$ cat src/rtl/dmem_preload_writer.sv
// dmem_preload_writer
//   Streams a length-prefixed word image (header N, then N payload words) from a
//   valid/ready source into the data-memory write port, holding the CPU in reset
//   until the image has been loaded cleanly.
//   Optional feature macro: DMEM_PRELOAD_CHECKSUM_EN adds a trailing checksum
//   word (DATA_W-bit modulo sum of the payload) that must match before release.
module dmem_preload_writer #(
    parameter int ADDR_W    = 10,
    parameter int DATA_W    = 32,
    parameter int BASE_ADDR = 0
) (
    input  logic              clk,
    input  logic              rst_BF_n,
    input  logic              start,
    input  logic              in_valid,
    input  logic [DATA_W-1:0] in_data,
    output logic              in_ready,
    output logic              mem_we,
    output logic [ADDR_W-1:0] mem_addr,
    output logic [DATA_W-1:0] mem_wdata,
    output logic              cpu_rst,
    output logic              busy,
    output logic              done,
    output logic              error,
    output logic [ADDR_W:0]   words_written
);

    typedef enum logic [2:0] {
        S_IDLE,
        S_HDR,
        S_LOAD,
        S_CHK,
        S_DONE,
        S_ERR
    } state_t;

    // Largest legal length: the image must fit between BASE_ADDR and the top.
    localparam int              MAX_N_I = (1 << ADDR_W) - BASE_ADDR;
    localparam logic [ADDR_W:0] MAX_N   = MAX_N_I[ADDR_W:0];
    localparam logic [ADDR_W-1:0] BASE  = BASE_ADDR[ADDR_W-1:0];

`ifdef DMEM_PRELOAD_CHECKSUM_EN
    localparam state_t S_POST = S_CHK;
`else
    localparam state_t S_POST = S_DONE;
`endif

    state_t            state_q, state_d;
    logic              armed_q;
    logic [ADDR_W:0]   n_q, n_d;
    logic [ADDR_W:0]   cnt_q, cnt_d;
    logic [ADDR_W-1:0] wr_addr_q, wr_addr_d;
    logic              mem_we_q, mem_we_d;
    logic [ADDR_W-1:0] mem_addr_q, mem_addr_d;
    logic [DATA_W-1:0] mem_wdata_q, mem_wdata_d;
`ifdef DMEM_PRELOAD_CHECKSUM_EN
    logic [DATA_W-1:0] sum_q, sum_d;
`endif

    logic            hs;
    logic [ADDR_W:0] hdr_n;

    assign hs    = in_valid & in_ready;
    assign hdr_n = in_data[ADDR_W:0];

    // Status outputs decode directly from the state register.
    assign busy          = (state_q == S_HDR) || (state_q == S_LOAD) || (state_q == S_CHK);
    assign in_ready      = busy;
    assign done          = (state_q == S_DONE);
    assign error         = (state_q == S_ERR);
    assign cpu_rst       = (state_q != S_DONE);
    assign mem_we        = mem_we_q;
    assign mem_addr      = mem_addr_q;
    assign mem_wdata     = mem_wdata_q;
    assign words_written = cnt_q;

    // Next-state and write-port logic; a write is issued the cycle after each payload handshake.
    always_comb begin
        state_d     = state_q;
        n_d         = n_q;
        cnt_d       = cnt_q;
        wr_addr_d   = wr_addr_q;
        mem_we_d    = 1'b0;
        mem_addr_d  = mem_addr_q;
        mem_wdata_d = mem_wdata_q;
`ifdef DMEM_PRELOAD_CHECKSUM_EN
        sum_d       = sum_q;
`endif
        case (state_q)
            S_IDLE, S_DONE, S_ERR: begin
                // armed_q masks a start that arrives on the first edge after reset release
                if (start && armed_q) begin
                    state_d = S_HDR;
                    cnt_d   = '0;
`ifdef DMEM_PRELOAD_CHECKSUM_EN
                    sum_d   = '0;
`endif
                end
            end
            S_HDR: begin
                if (hs) begin
                    if (hdr_n > MAX_N) begin
                        state_d = S_ERR;
                    end else if (hdr_n == '0) begin
                        state_d = S_POST;
                    end else begin
                        state_d    = S_LOAD;
                        n_d        = hdr_n;
                        wr_addr_d  = BASE;
                        mem_addr_d = BASE;
                    end
                end
            end
            S_LOAD: begin
                if (hs) begin
                    mem_we_d    = 1'b1;
                    mem_addr_d  = wr_addr_q;
                    mem_wdata_d = in_data;
                    wr_addr_d   = wr_addr_q + 1'b1;
                    cnt_d       = cnt_q + 1'b1;
`ifdef DMEM_PRELOAD_CHECKSUM_EN
                    sum_d       = sum_q + in_data;
`endif
                    if ((cnt_q + 1'b1) == n_q) begin
                        state_d = S_POST;
                    end
                end
            end
`ifdef DMEM_PRELOAD_CHECKSUM_EN
            S_CHK: begin
                if (hs) begin
                    state_d = (in_data == sum_q) ? S_DONE : S_ERR;
                end
            end
`endif
            default: state_d = S_IDLE;
        endcase
    end

    // State and registered write-port update; reset kills any pending write immediately.
    always_ff @(posedge clk or negedge rst_BF_n) begin
        if (!rst_BF_n) begin
            state_q     <= S_IDLE;
            armed_q     <= 1'b0;
            n_q         <= '0;
            cnt_q       <= '0;
            wr_addr_q   <= BASE;
            mem_we_q    <= 1'b0;
            mem_addr_q  <= BASE;
            mem_wdata_q <= '0;
`ifdef DMEM_PRELOAD_CHECKSUM_EN
            sum_q       <= '0;
`endif
        end else begin
            state_q     <= state_d;
            armed_q     <= 1'b1;
            n_q         <= n_d;
            cnt_q       <= cnt_d;
            wr_addr_q   <= wr_addr_d;
            mem_we_q    <= mem_we_d;
            mem_addr_q  <= mem_addr_d;
            mem_wdata_q <= mem_wdata_d;
`ifdef DMEM_PRELOAD_CHECKSUM_EN
            sum_q       <= sum_d;
`endif
        end
    end

endmodule

$ cat config.mk
export PLATFORM = sky130hd
export DESIGN_NAME = dmem_preload_writer
export DESIGN_NICKNAME = d
export VERILOG_FILES = /design/src/rtl/dmem_preload_writer.sv
export SDC_FILE = /design/constraint.sdc
export NUM_CORES = 1
export LEC_CHECK = 0
export BUFFER_PORTS_ARGS = -buffer_cell sky130_fd_sc_hd__clkbuf_2
export CAP_MARGIN = 5
export CORE_UTILIZATION = 53
export CTS_CLUSTER_SIZE = 8
export DETAILED_ROUTE_END_ITERATION = 12
export GPL_TIMING_DRIVEN = 0
export PLACE_DENSITY = 0.8
export SYNTH_ARGS = -nofsm -noshare
export SYNTH_HDL_FRONTEND = slang
export SYNTH_SLANG_ARGS = --single-unit
$ cat constraint.sdc
create_clock -name clk -period 2.9 [get_ports clk]
set_clock_uncertainty 0.15 [all_clocks]
set_input_delay 0.725 -clock clk [delete_from_list [all_inputs] [get_ports clk]]
set_output_delay 0.725 -clock clk [all_outputs]
set_load 0.005 [all_outputs]
# [Word level (Yosys, flattened, before mapping)]
# Cells that the tools add are included.
[totals] reg_bits=79 in_bits=36 out_inout_bits=59 wordCells=59
[classes] add_sub_neg=2 order_cmp=1 eq_ne=13 muxes=19 n_bitwise=3 reduce_logical=13
[ops] cell="10-bit two-way mux" n=5
[ops] cell="10-bit one-hot mux with 2 select lines" n=2
[ops] cell="11-bit two-way mux" n=2
[ops] cell="11-bit one-hot mux with 2 select lines" n=1
[ops] cell="3-bit two-way mux" n=6
[ops] cell="11-bit by 1-bit adder with 11-bit output (second input constant)" n=1
[ops] cell="11-bit == test" n=1
[ops] cell="11-bit > comparator (second input constant)" n=1
[ops] cell="11-bit logical NOT" n=1
[ops] cell="10-bit by 1-bit adder with 10-bit output (second input constant)" n=1
[ops] cell="2-bit != test (second input constant)" n=5
[ops] cell="3-bit one-hot mux with 3 select lines" n=1
[ops] cell="4-bit AND reduction" n=2
[ops] cell="3-bit by 2-bit == test with 1-bit output (second input constant)" n=2
[ops] cell="3-bit == test (second input constant)" n=2
[ops] cell="5-bit AND reduction" n=1
[ops] cell="2-bit nonzero test" n=2
[ops] cell="3-bit by 1-bit == test with 1-bit output (second input constant)" n=1
[ops] cell="3-bit logical NOT" n=1
[ops] cell="3-bit != test (second input constant)" n=1
[ops] cell="3-bit AND reduction" n=1
[ops] cell="3-bit OR reduction" n=1
[ops] cell="1-bit logical OR" n=2
[ops] cell="1-bit two-way mux" n=2
[ops] cell="other kinds (5)" n=6

# [Depth between registers and ports, before layout]
# Gate-level depths: netlist of the first run.
[depth] ltp_word=6 ltp_mapped=8 mapped_depth_nobuf=7

# [Least setup slack after synthesis of the first run]
# OpenSTA, ideal clock, no wires.
[synth_timing] kind="input -> register" start="input port in_data[7]" end="register wr_addr_q[4]" setup_ns=0.077 arrival_ns=2.421 t_required_ns=2.673 slack_ns=0.252 stages=6 n_path_buf=0 path_cell_list="or4_4 -> o31a_1 -> o21ai_4 -> nand3_1 -> or3_1 -> a21oi_1"
[synth_via] elab_chain_len=3 word_cells_on_any_way=5 classes_between="order compare: 1; eq/ne: 2; reduce/logical: 2"
[synth_lines] item="from (decl)" line="16" rtl="input logic [DATA_W-1:0] in_data,"
[synth_lines] item="11-bit > comparator / 11-bit logical NOT (equally long branches)" line="102, 104"
[synth_lines] item="2-bit != test (no line)"
[synth_lines] item="5-bit AND reduction (no line) *"
[synth_lines] item="to (signal assigned)" line="159" rtl="wr_addr_q <= wr_addr_d;"
[synth_lines] item="to (decl)" line="52" rtl="logic [ADDR_W-1:0] wr_addr_q, wr_addr_d;"
# Every way passes the cells marked *; elsewhere a longest branch is shown, timed or not.
# A chain may end at the register's enable or synchronous reset.

# [Worst setup path in the final report of the first run]
[layout_timing] start="register state_q[1]" end="register mem_wdata_q[21], in the netlist mem_wdata[21]"
[layout_via] elab_chain_len=5 word_cells_on_any_way=7 classes_between="eq/ne: 3; bitwise: 1; reduce/logical: 3"
[layout_lines] item="from (decl)" line="48" rtl="state_t state_q, state_d;"
[layout_lines] item="from (signal assigned)" line="155" rtl="state_q <= state_d;"
[layout_lines] item="3-bit by 1-bit == test with 1-bit output / 3-bit by 2-bit == test with 1-bit output (equally long branches)" line="67, 89"
[layout_lines] item="1-bit logical OR (2 in a row)" line="67" rtl="assign busy = (state_q == S_HDR) || (state_q == S_LOAD) || (state_q == S_CHK);"
[layout_lines] item="1-bit bitwise AND" line="63" rtl="assign hs = in_valid & in_ready;"
[layout_lines] item="2-bit AND reduction (no line) *"
[layout_lines] item="to (signal assigned)" line="162" rtl="mem_wdata_q <= mem_wdata_d;"
[layout_lines] item="to (decl)" line="55" rtl="logic [DATA_W-1:0] mem_wdata_q, mem_wdata_d;"
# Marks and branches as above.

==> results of run 1 <==
[area by class of cell]
type                       count  area, um^2
buffer                        21       85.08
fill                         547        2046
clock buffer                  11       141.4
clock inverter                 5       81.33
inverter                       7       26.28
sequential                    79        1977
tap                           77       96.34
timing repair buffer          95       500.5
multi-input combinational    299        1541
[registers in the layout, indices dropped and copies added, names as in the netlist]
register       flops
armed_q            1
mem_addr          10
mem_wdata         32
mem_we             1
n_q               11
state_q            3
words_written     11
wr_addr_q         10
[cells by family after synthesis]
logic type | synth area share
and+or+nand+nor | 0.2675
DFF | 0.5446
AOI/OAI and AO/OA | 0.1079
buffers and inverters | 0.03068
xor gates and xnor gates | 0.03861
adders and majority gates | 0.006893
other | 0.001033
muxes | 0.002758
[Yosys cell counts (all sizes together) (5+ instances only)]
cell	instances
nand2	146
dfrtp	79
nor2	23
o21ai	18
clkbuf	17
a21oi	11
nand3	11
a22o	10
nand4	9
xnor2	8
xor2	8
inv	7
o31ai	7
and3	6
or3	5
[per-layer routing]
metal  vias up  part of all wire  global-route usage
met5         -                 0                   0
met4         0             0.023              0.1032
met3        20             0.046             0.04818
met2        88              0.50              0.4361
met1      1563              0.43              0.3435
li1       1560                 -                   -
[worst max-delay path, delay by kind of cell, from the launching register on]
kind / cells / cell delay, ns
flip-flops: 1 / 0.33
buffers and inverters: 4 / 1.45
AND/OR/NAND/NOR: 4 / 0.62
[worst paths after layout]
check,end,cells past startpoint
min in group clk,mem_wdata[19]$_DFFE_PN0P_,2
worst max register to register,mem_wdata[21]$_DFFE_PN0P_,8
worst min-delay path,words_written[0]$_DFFE_PN0P_,1
worst min register to register,mem_wdata[19]$_DFFE_PN0P_,2
worst max-delay path,mem_wdata[21]$_DFFE_PN0P_,8
max in group asynchronous,n_q[9]$_DFFE_PN0P_,2
[metrics by stage]
step / worst slack [ns] / setup TNS (ns) / area [um^2]
finish: 0.2833 / 0 / 4449
global placement: -0.02424 / -0.1643 / 4197
floorplan: 0.2520 / 0 / 3630
global route: 0.05843 / 0 / 4449
CTS: 0.3030 / 0 / 4449
detailed placement: -0.03705 / -0.2657 / 4227
[power groups by stage]
stage               clock, mW  combinational, mW  sequential (mW)
floorplan                   0              0.628             1.65
global placement            0               1.06             1.67
detailed placement          0               1.11             1.68
CTS                     0.913               1.12             1.66
global route            0.959               1.25             1.70
finish                  0.899               1.11             1.66
==> impl_metrics.tcl, run 1 <==
set metrics [dict create \
    status "complete, but fails checks" \
    violations "DRC" \
    finalCritPeriodShare 0.9023 \
    first_pass_iters 8 \
    gp_congestion 0.8498 \
    crit_fanout 10 \
    reg2reg_slack_ns 0.28 \
    grt_use_total 0.2626 \
    netlist_top_cells_area "dfrtp_1, nand2_1, a22o_1" \
    syn_avg_cell_area_um2 8.940 \
    ios 95 \
    final_cell_mix "nand2_1, clkbuf_2, dfrtp_1" \
    fp.dieH_um 84.76 \
    total_power_mw 3.674 \
    p_seq_frac 0.453 \
    vias 3231 \
    clockBufferDepth 2 \
    post_synth_num_cell_types 47 \
    cts_made_buffers 9 \
    power_density_nw_per_um2 825.7 \
    gr-total-overflow 0 \
    cp.arrival_ns 2.75 \
    grt_pass1_vias 3116 \
    fmax_mhz 382.2 \
    stdcell_count 594 \
    power_frac_comb 0.302 \
    synthCells 406 \
    cts_root_buf "clkbuf_8" \
    synth_edf_count 0 \
    path_common_cell "nand2_1" \
    cts.reportedPaths.clkPinSlew_ns 0.08 \
    worstMarginPinSlew_ns 0.6238 \
    cp.required_ns 3.04 \
    routed_via_density 5.439 \
    layout-drive-gt1-share 0.2321 \
    worstPathCellList "clkbuf_1 > and3_1 > nand2_1 > inv_1 > clkbuf_1 > buf_1 > nand2_1 > nand2_1" \
    start_util 0.5589 \
    syn_area_um2 3630 \
    drt_iter0_drc 188 \
    hold_path.class "in -> async" \
    grt_first_pass_wirelength_um 14770 \
    p_leak_nw 2.333 \
    whs_ns 0.1530 \
    swShare 0.3395 \
    ctsHoldBuffers 0 \
    yosysWarnings 0 \
    die_w_um 84.76 \
    fin_crit_ns 2.617 \
    dpl.cell_count 578 \
    cts_resized 0 \
    drtAntennaViolNets 0 \
    reg2reg_from "state_q[1]$_DFFE_PN0P_" \
    slew_violations 0 \
    critPathCaptureType "flip-flop" \
    ys_seq_area_frac 0.5446 \
    post_drt_wl_per_cell_um 14.80 \
    synthFlopType "dfrtp_1" \
    cts_max_level 3 \
    antenna_cells 0 \
    finalHoldViolCount 0 \
    mostFrequentLayoutCell "nand2_1" \
    intPower_mw 2.426 \
    clock_power_share 0.245 \
    cp-startpoint "state_q[1]$_DFFE_PN0P_" \
    grt_max_degree 58 \
    antenna_found_initial 0 \
    ir_worst_vdd_mv 0.5621 \
    row_count 29 \
    worstSetupPathType "reg -> reg" \
    synth.ff_latch_count 79 \
    start_kind "flip-flop" \
    core_um2 6495 \
    setup_violations 0 \
    numClockSinks 79 \
    post_cts_buffers 0 \
    synthArstFlopShare 1.000 \
    synth_area_leader_cell "dfrtp_1" \
    relSlewSlack 0.5823 \
    nets 550 \
    yosys.area.top_type_share 0.5446 \
    tritoncts "done" \
    dieArea_um2 7183 \
    area_growth_pct 22.58 \
    final_core_util 0.6850 \
    cap_viol_max_count 0 \
    cpPeakStageDelay_ns 0.50 \
    wirelength_um 8794 \
    power_switching_mw 1.247 \
    cpMaxStageDelayCell "clkbuf_1" \
    numPortBuffers 94 \
    rsz0062_at_grt "no" \
    clk_latency_ns 0.34 \
    remaining_drc_errors 3 \
    synth.net_count 444 \
    hpwl_um 6387 \
]
Power figures use the tool's default switching activity.
==> run 2: changes to the inputs <==
Settings changed: CTS_BUF_LIST set to sky130_fd_sc_hd__clkbuf_4 sky130_fd_sc_hd__clkbuf_8.
==> run 2 against run 1 <==
The flow still finishes with violations (DRC). Sequential power barely moved. Maximum frequency decreased by 0.88%. Total power up 0.38%. Cell area about the same. Flip-flop and latch count unchanged. Register-to-register slack lost 0.02 ns. Combinational power barely moved. Clock power increased by 1%. Sequential share of layout area about the same. Routed wire length decreased by 0.30%. Die area unchanged. Critical endpoint is now mem_wdata[15]$_DFFE_PN0P_.
==> impl_metrics.tcl, run 2 (same netlist as run 1, synthesis figures left out) <==
set metrics [dict create \
    finalHoldViolCount 0 \
    area_growth_pct 22.68 \
    power_switching_mw 1.252 \
    intPower_mw 2.435 \
    clk_latency_ns 0.35 \
    reg2reg_from "state_q[1]$_DFFE_PN0P_" \
    first_pass_iters 8 \
    row_count 29 \
    dpl.cell_count 578 \
    ios 95 \
    remaining_drc_errors 3 \
    stdcell_count 594 \
    ir_worst_vdd_mv 0.5629 \
    numClockSinks 79 \
    grt_pass1_vias 3117 \
    grt_max_degree 58 \
    cts.reportedPaths.clkPinSlew_ns 0.08 \
    routed_via_density 5.419 \
    place_area_um2 4227 \
    wirelength_um 8768 \
    crit_fanout 10 \
    worstSetupPathType "reg -> reg" \
    tns_ns 0 \
    ff2ff_path_depth 8 \
    cap_viol_max_count 0 \
    gr-total-overflow 0 \
    nFillCells 545 \
    core_um2 6495 \
    die_w_um 84.76 \
    antenna_cells 0 \
    finalInstanceArea_um2 4453 \
    worstPathCellList "clkbuf_1 > and3_1 > nand2_1 > inv_1 > clkbuf_1 > buf_1 > nand2_1 > nand2_1" \
    cts_made_buffers 9 \
    start_kind "flip-flop" \
    clock_power_share 0.247 \
    cp.required_ns 3.04 \
    multi_input_area_um2 1541 \
    drtAntennaViolNets 0 \
    p_seq_frac 0.452 \
    finalCritPeriodShare 0.9103 \
    ctsHoldBuffers 0 \
    whs_ns 0.1490 \
    post_drt_wl_per_cell_um 14.76 \
    drt-met1-wl_um 3823 \
    rsz0062_at_grt "no" \
    total_power_mw 3.688 \
    numPortBuffers 94 \
    hold_path.class "in -> async" \
    wl_met2_um 4417 \
    violations "DRC" \
    critPathCaptureType "flip-flop" \
    final_core_util 0.6856 \
    drt_iter0_drc 191 \
    fp.dieH_um 84.76 \
    mostFrequentLayoutCell "nand2_1" \
    p_leak_nw 2.336 \
    power_frac_comb 0.301 \
    start_util 0.5589 \
    cpPeakStageDelay_ns 0.50 \
    fin_crit_ns 2.640 \
    antenna_found_initial 0 \
    grt_use_total 0.2624 \
    cpMaxStageDelayCell "clkbuf_1" \
    nets 550 \
    final_cell_mix "nand2_1, clkbuf_2, dfrtp_1" \
    cp.arrival_ns 2.77 \
    cts_max_level 3 \
    path_common_cell "nand2_1" \
    register_area_um2 1977 \
    tritoncts "done" \
    dieArea_um2 7183 \
    post_cts_buffers 0 \
    swShare 0.3395 \
    cts_root_buf "clkbuf_8" \
    grt_first_pass_wirelength_um 14770 \
    largest_reg_flops 32 \
    setup_violations 0 \
    r2r_end "mem_wdata[15]$_DFFE_PN0P_" \
    vias 3219 \
    wl_met3_um 376 \
    reg2reg_slack_ns 0.26 \
    slew_violations 0 \
    hpwl_um 6387 \
    place_ws_ns -0.03705 \
    relSlewSlack 0.5854 \
    fmax_mhz 378.8 \
    power_density_nw_per_um2 828.1 \
    clockBufferDepth 2 \
    top_layer_used "met4" \
    cts_resized 0 \
    layout-drive-gt1-share 0.2340 \
    worstMarginPinSlew_ns 0.6191 \
    setup_ws_ns 0.2601 \
    gp_congestion 0.8498 \
    status "complete, but fails checks" \
]
==> run 2: cell count changes in the layout (fill, tap and decap cells not counted) <==
cell,previous run,this run
clkbuf_1,18,17
clkbuf_4,1,2
==> run 2: critical path, delay by kind of cell, from the launching register on <==
family,cells,cell delay [ns]
buf+inv,4,1.47
flops,1,0.33
simple gates,4,0.63
==> run 2: area by class of cell <==
cell class,count,share of cell area
Sequential cell,79,0.4439
Multi-Input combinational cell,299,0.3462
Timing Repair Buffer,95,0.1124
Clock buffer,11,0.03259
Tap cell,77,0.02164
Buffer,21,0.01911
Clock inverter,5,0.01826
Inverter,7,0.005901
==> run 2: worst max path at each step <==
stage / cells after the start / start / end / slack (ns)
floorplan: 6 / in_data[7] / wr_addr_q[4]$_DFFE_PN0P_ / 0.25
global placement: 7 / in_data[7] / mem_addr[1]$_DFFE_PN0P_ / -0.02
detailed placement: 7 / in_data[7] / mem_addr[3]$_DFFE_PN0P_ / -0.04
CTS: 8 / state_q[1]$_DFFE_PN0P_ / mem_wdata[15]$_DFFE_PN0P_ / 0.30
global route: 8 / state_q[1]$_DFFE_PN0P_ / mem_wdata[19]$_DFFE_PN0P_ / 0.06
finish: 8 / state_q[1]$_DFFE_PN0P_ / mem_wdata[15]$_DFFE_PN0P_ / 0.26
==> run 2: layer usage <==
layer / up-vias / track usage
met5: - / 0
met4: 0 / 0.1032
met3: 17 / 0.04818
met2: 83 / 0.4368
met1: 1559 / 0.3422
li1: 1560 / -
==> run 2: power groups by stage <==
stage / registers [mW] / clock network (mW) / logic, mW
finish: 1.66 / 0.912 / 1.11
floorplan: 1.65 / 0 / 0.628
CTS: 1.66 / 0.922 / 1.12
global placement: 1.67 / 0 / 1.06
global route: 1.70 / 0.966 / 1.25
detailed placement: 1.68 / 0 / 1.11
